### src/rtl/dbus_sram_responder.sv
// Core dbus responder driving one asynchronous 32-bit SRAM; stalls the core for the whole access.
// States: IDLE wait req | RD_WAIT oe asserted | WR_SETUP/WR_PULSE/WR_HOLD write strobe phases | DONE stall low.
module dbus_sram_responder #(
  parameter int ADDR_W      = 20,
  parameter int READ_WAIT   = 2,
  parameter int WRITE_PULSE = 2
) (
  input  logic              clk,
  input  logic              rst,
  input  logic [31:0]       dbus_address,
  input  logic [3:0]        dbus_byteenable,
  input  logic              dbus_read,
  input  logic              dbus_write,
  input  logic [31:0]       dbus_wrdata,
  output logic [31:0]       dbus_rddata,
  output logic              dbus_stall,
  output logic [ADDR_W-1:0] sram_addr,
  output logic [31:0]       sram_data_o,
  input  logic [31:0]       sram_data_i,
  output logic              sram_data_oe,
  output logic              sram_ce_n,
  output logic              sram_oe_n,
  output logic              sram_we_n,
  output logic [3:0]        sram_be_n
);

  localparam int CNT_MAX = (READ_WAIT > WRITE_PULSE) ? READ_WAIT : WRITE_PULSE;
  localparam int CNT_W   = (CNT_MAX > 1) ? $clog2(CNT_MAX) : 1;

  typedef enum logic [2:0] {
    S_IDLE, S_RD_WAIT, S_WR_SETUP, S_WR_PULSE, S_WR_HOLD, S_DONE
  } state_t;

  state_t             r_state;
  logic [CNT_W-1:0]   r_cnt;
  logic [31:0]        r_rddata;
  logic [ADDR_W-1:0]  r_sram_addr;
  logic [31:0]        r_sram_data_o;
  logic               r_sram_data_oe;
  logic               r_sram_ce_n;
  logic               r_sram_oe_n;
  logic               r_sram_we_n;
  logic [3:0]         r_sram_be_n;

  logic w_req;
  logic w_busy;
  logic w_unused_addr;

  // Upper address bits are dropped on purpose so the SRAM space aliases.
  assign w_unused_addr = ^{dbus_address[31:ADDR_W+2], dbus_address[1:0]};

  assign w_req  = dbus_read | dbus_write;
  assign w_busy = (r_state == S_RD_WAIT) || (r_state == S_WR_SETUP) ||
                  (r_state == S_WR_PULSE) || (r_state == S_WR_HOLD);
  assign dbus_stall = (w_req && (r_state != S_DONE)) || w_busy;

  always_ff @(posedge clk) begin
    if (rst) begin
      r_state        <= S_IDLE;
      r_cnt          <= '0;
      r_rddata       <= '0;
      r_sram_addr    <= '0;
      r_sram_data_o  <= '0;
      r_sram_data_oe <= 1'b0;
      r_sram_ce_n    <= 1'b1;
      r_sram_oe_n    <= 1'b1;
      r_sram_we_n    <= 1'b1;
      r_sram_be_n    <= 4'hF;
    end else begin
      case (r_state)
        S_IDLE: begin
          if (w_req) begin
            r_sram_addr <= dbus_address[ADDR_W+1:2];
            r_sram_be_n <= ~dbus_byteenable;
            r_sram_ce_n <= 1'b0;
            if (dbus_write) begin
              r_sram_data_o  <= dbus_wrdata;
              r_sram_data_oe <= 1'b1;
              r_sram_we_n    <= 1'b1;
              r_state        <= S_WR_SETUP;
            end else begin
              r_sram_oe_n <= 1'b0;
              r_cnt       <= CNT_W'(READ_WAIT - 1);
              r_state     <= S_RD_WAIT;
            end
          end
        end
        S_RD_WAIT: begin
          if (r_cnt == '0) begin
            r_rddata    <= sram_data_i;
            r_sram_ce_n <= 1'b1;
            r_sram_oe_n <= 1'b1;
            r_sram_be_n <= 4'hF;
            r_state     <= S_DONE;
          end else begin
            r_cnt <= r_cnt - 1'b1;
          end
        end
        S_WR_SETUP: begin
          r_sram_we_n <= 1'b0;
          r_cnt       <= CNT_W'(WRITE_PULSE - 1);
          r_state     <= S_WR_PULSE;
        end
        S_WR_PULSE: begin
          if (r_cnt == '0) begin
            r_sram_we_n <= 1'b1;
            r_state     <= S_WR_HOLD;
          end else begin
            r_cnt <= r_cnt - 1'b1;
          end
        end
        S_WR_HOLD: begin
          r_sram_ce_n    <= 1'b1;
          r_sram_data_oe <= 1'b0;
          r_sram_be_n    <= 4'hF;
          r_state        <= S_DONE;
        end
        S_DONE:  r_state <= S_IDLE;
        default: r_state <= S_IDLE;
      endcase
    end
  end

  assign dbus_rddata  = r_rddata;
  assign sram_addr    = r_sram_addr;
  assign sram_data_o  = r_sram_data_o;
  assign sram_data_oe = r_sram_data_oe;
  assign sram_ce_n    = r_sram_ce_n;
  assign sram_oe_n    = r_sram_oe_n;
  assign sram_we_n    = r_sram_we_n;
  assign sram_be_n    = r_sram_be_n;

endmodule

### config.mk
export PLATFORM = sky130hd
export DESIGN_NAME = dbus_sram_responder
export DESIGN_NICKNAME = d
export VERILOG_FILES = /design/src/rtl/dbus_sram_responder.sv
export SDC_FILE = /design/constraint.sdc
export NUM_CORES = 1
export LEC_CHECK = 0
export BUFFER_PORTS_ARGS = -buffer_cell sky130_fd_sc_hd__clkbuf_2
export CAP_MARGIN = 20
export CORE_MARGIN = 3
export CORE_UTILIZATION = 41
export CTS_BUF_LIST = sky130_fd_sc_hd__clkbuf_4 sky130_fd_sc_hd__clkbuf_8
export DETAILED_ROUTE_END_ITERATION = 7
export GPL_TIMING_DRIVEN = 1
export PLACE_DENSITY = 0.86
export SLEW_MARGIN = 30
export SYNTH_ARGS = -nofsm -noshare
export SYNTH_HDL_FRONTEND = slang
export SYNTH_SLANG_ARGS = --single-unit
export TNS_END_PERCENT = 10
### constraint.sdc
create_clock -name clk -period 1.28 [get_ports clk]
set_input_delay 0.128 -clock clk [delete_from_list [all_inputs] [get_ports clk]]
set_output_delay 0.128 -clock clk [all_outputs]
set_load 0.03 [all_outputs]
==> metrics.yaml <==
place:
  placed_area_um2: 4700
  pre_cts_slack_ns: -0.181
  globalplace.congestion: 0.822
  hpwlAfterDp_um: 7280
  port_buffers: 184
final_layout:
  fin_area_um2: 5810
  most-common-layout-cells: "183 x clkbuf_2, 101 x nand2_1, 93 x dfxtp_1"
  num-fill-cells: 624
  seqCellArea_um2: 1930
  area_growth_pct: 62.9
  drive_above_1_share_pct: 44.2
  final_common_cell: "clkbuf_2"
  multi_input_area_um2: 1640
  fin_nets: 778
synthesis:
  syn_area_um2: 3570
  postSynth.asyncResetShare_pct: 0
  yosys_warnings: 0
  yosys.area_share.simple_pct: 21.4
  synth-compound-area-share_pct: 18.3
  yosysUniqueCellTypes: 31
  synth_top_area_share_pct: 53.9
  avgSynthCellArea_um2: 8.24
  ys_seq_area_share_pct: 53.9
  syn_inst: 433
  ys_ff_latch: 96
  synth_edf_count: 0
  yosys-top-cells-area: "dfxtp_1 54%, nand2_1 14%, a21oi_1 12%"
  synth_top_family_by_area: "simple AND/OR/NAND/NOR gates"
  synth_largest_area_cell: "dfxtp_1"
  synth_xor_area_share_pct: 0
  synthMuxAreaShare_pct: 0.316
  synthAdderAreaFrac_pct: 0
  synth_ff_type: "dfxtp_1"
  synth_nets: 537
sta:
  setup_viol: 94
  finalClockSkew_ns: 0.0142
  whs_ns: 0.00759
  finalHoldViolCount: 0
  max_freq_mhz: 627
  min_period_ns: 1.59
  finalCritPeriodShare_pct: 125
  slew-limit-headroom_pct: 73.8
  rsz0062_at_grt: "true"
  worst_slack_ns: -0.314
  max_slew.worst_pin.slew_ns: 0.392
  finalMaxSlewViolations: 0
route:
  vias: 4001
  drt-total-wl_um: 11800
  drtPass1Iterations: 4
  avgRoutedWirePerCell_um: 15.0
  ant_nets: 0
  drt-initial-drc-count: 91
  drc: 0
  vias_per_cell: 5.10
power_and_ir_drop:
  power_density_nw_per_um2: 1610
  swShare_pct: 36.7
  power_frac_seq_pct: 39.1
  vdd_ir_drop_max_mv: 0.987
  power_switching_mw: 3.43
  p_clk_share_pct: 21.7
  p_comb_share_pct: 39.2
  p_int_mw: 5.91
  finalPower_mw: 9.34
  leakage_nw: 2.59
grt:
  grt_max_degree: 51
  grt_overflow: 0
  grt_antenna_before_repair: 0
  grt_pass1_wl_um: 18600
  grt_pass1_vias: 4037
  track_usage_pct: 23.3
worst_setup_path:
  path_class: "register to register"
  crit_family: "simple AND/OR/NAND/NOR gates"
  setup.worst_path.start_class: "register"
  crit_arrival_ns: 1.83
  path_buf_inv: 3
  startpoint: "r_state[1]$_SDFFE_PP0P_"
  required_ns: 1.51
  timing.rr.start: "r_state[1]$_SDFFE_PP0P_"
  end_kind: "register"
  crit_fanout: 8
  worst_path_max_delay_cell: "or4b_4"
  crit_path_max_incr_delay_ns: 0.57
  worstPathCellList: "buf_6 -> or4b_4 -> buf_12 -> buf_16 -> nand2_2 -> a21oi_2"
clock_network:
  cts_root_buffer: "clkbuf_8"
  clk_latency_ns: 0.35
  clock_sinks: 96
  htree_levels: 3
  cts-buffers-inserted: 9
  cts_max_path_buffers: 2
  cts_tree: "done"
  cts.clk_slew.worst_paths_ns: 0.10
outcome:
  violations: "setup timing"
  status: "complete, but fails checks"
job:
  maxCapViolations: 0
worst_hold_path:
  hold_start: "sram_data_i[1]"
  min-delay-path-class: "input pin to register"
die:
  die_w_um: 99.3
  std_cell_rows: 33
  core_area_um2: 8340
  die_height_um: 99.3
  io_pins: 197
  start_util_pct: 42.8
  dieArea_um2: 9860
==> logic make-up after synthesis <==
logic type	count (synthesis)
buffers and inverters	39
AND/OR/NAND/NOR	172
multiplexers	1
AO/OA/AOI/OAI	125
flip-flops	96
==> Yosys cell counts (3+ instances only) <==
cell type,number
a21oi_1,89
buf_2,13
buf_6,7
clkbuf_1,15
dfxtp_1,96
inv_1,3
nand2_1,129
nand3_1,22
nor2_1,5
nor2b_1,3
o2111ai_1,4
o21ai_0,26
==> tightest hold or removal path, stage by stage <==
cell      delay, ns
clkbuf_2       0.08
nand2_1        0.05
a21oi_1        0.05
==> final cells by class <==
| class | count | area share (%) |
|---|---|---|
| Inverter | 3 | 0.194 |
| Multi-Input combinational cell | 298 | 28.2 |
| Tap cell | 105 | 2.26 |
| Timing Repair Buffer | 266 | 32.6 |
| Antenna cell | 1 | 0.0430 |
| Clock inverter | 4 | 0.925 |
| Sequential cell | 96 | 33.2 |
| Clock buffer | 12 | 2.63 |
==> through the flow <==
stage / util (%) / std cells / TNS (ns)
floorplan: - / 433 / -5.75
global placement: 56.3 / 711 / -7.47
detailed placement: 56.3 / 711 / -9.86
CTS: 67.3 / 779 / -17.58
global route: 69.7 / 784 / -26.68
finish: 69.7 / 785 / -21.91
==> sequential cells by signal, summed over array words and instances (netlist names) <==
| name | count |
|---|---|
| sram_be_n | 4 |
| sram_oe_n | 1 |
| sram_we_n | 1 |
| sram_ce_n | 1 |
| dbus_rddata | 32 |
| sram_addr | 20 |
| r_state | 3 |
| sram_data_o | 32 |
| r_cnt | 1 |
| sram_data_oe | 1 |
==> per-layer routing <==
layer / share of wire (%) / up-vias / GRT usage, %
li1: - / 1937 / -
met3: 6.6 / 40 / 5.82
met4: 3.5 / 0 / 11.1
met5: 0 / - / 0
met2: 52 / 165 / 41.7
met1: 37 / 1859 / 25.5
==> power by group through the flow <==
| stage | logic [mW] | clock network, mW | registers (mW) |
|---|---|---|---|
| 3_3_place_gp | 2.80 | 0 | 3.65 |
| 2_1_floorplan | 1.21 | 0 | 4.40 |
| 5_1_grt | 3.92 | 2.19 | 3.70 |
| 6_report | 3.66 | 2.03 | 3.65 |
| 4_1_cts | 3.44 | 2.07 | 3.62 |
| 3_5_place_dp | 2.89 | 0 | 3.67 |
==> timing repair <==
| item | in CTS | in global routing |
|---|---|---|
| pin swaps | 4 | 23 |
| hold buffers | 45 | 0 |
| resized for setup | 38 | 52 |
| cloned | 5 | 0 |
| buffers inserted | 2 | 7 |
| endpoints found under the setup margin | 93 | 95 |
| hold endpoints to repair | 45 | 0 |
==> worst paths after layout <==
| check | end | slack [ns] | cells after the start |
|---|---|---|---|
| max | dbus_rddata[19]$_SDFFE_PP0P_ | -0.31 | 6 |
| min | dbus_rddata[1]$_SDFFE_PP0P_ | 0.008 | 3 |
| max reg2reg | dbus_rddata[19]$_SDFFE_PP0P_ | -0.31 | 6 |
| min reg2reg | sram_data_o[15]$_SDFFE_PP0P_ | 0.46 | 2 |
Note: power is estimated with default switching activity, not from simulation.
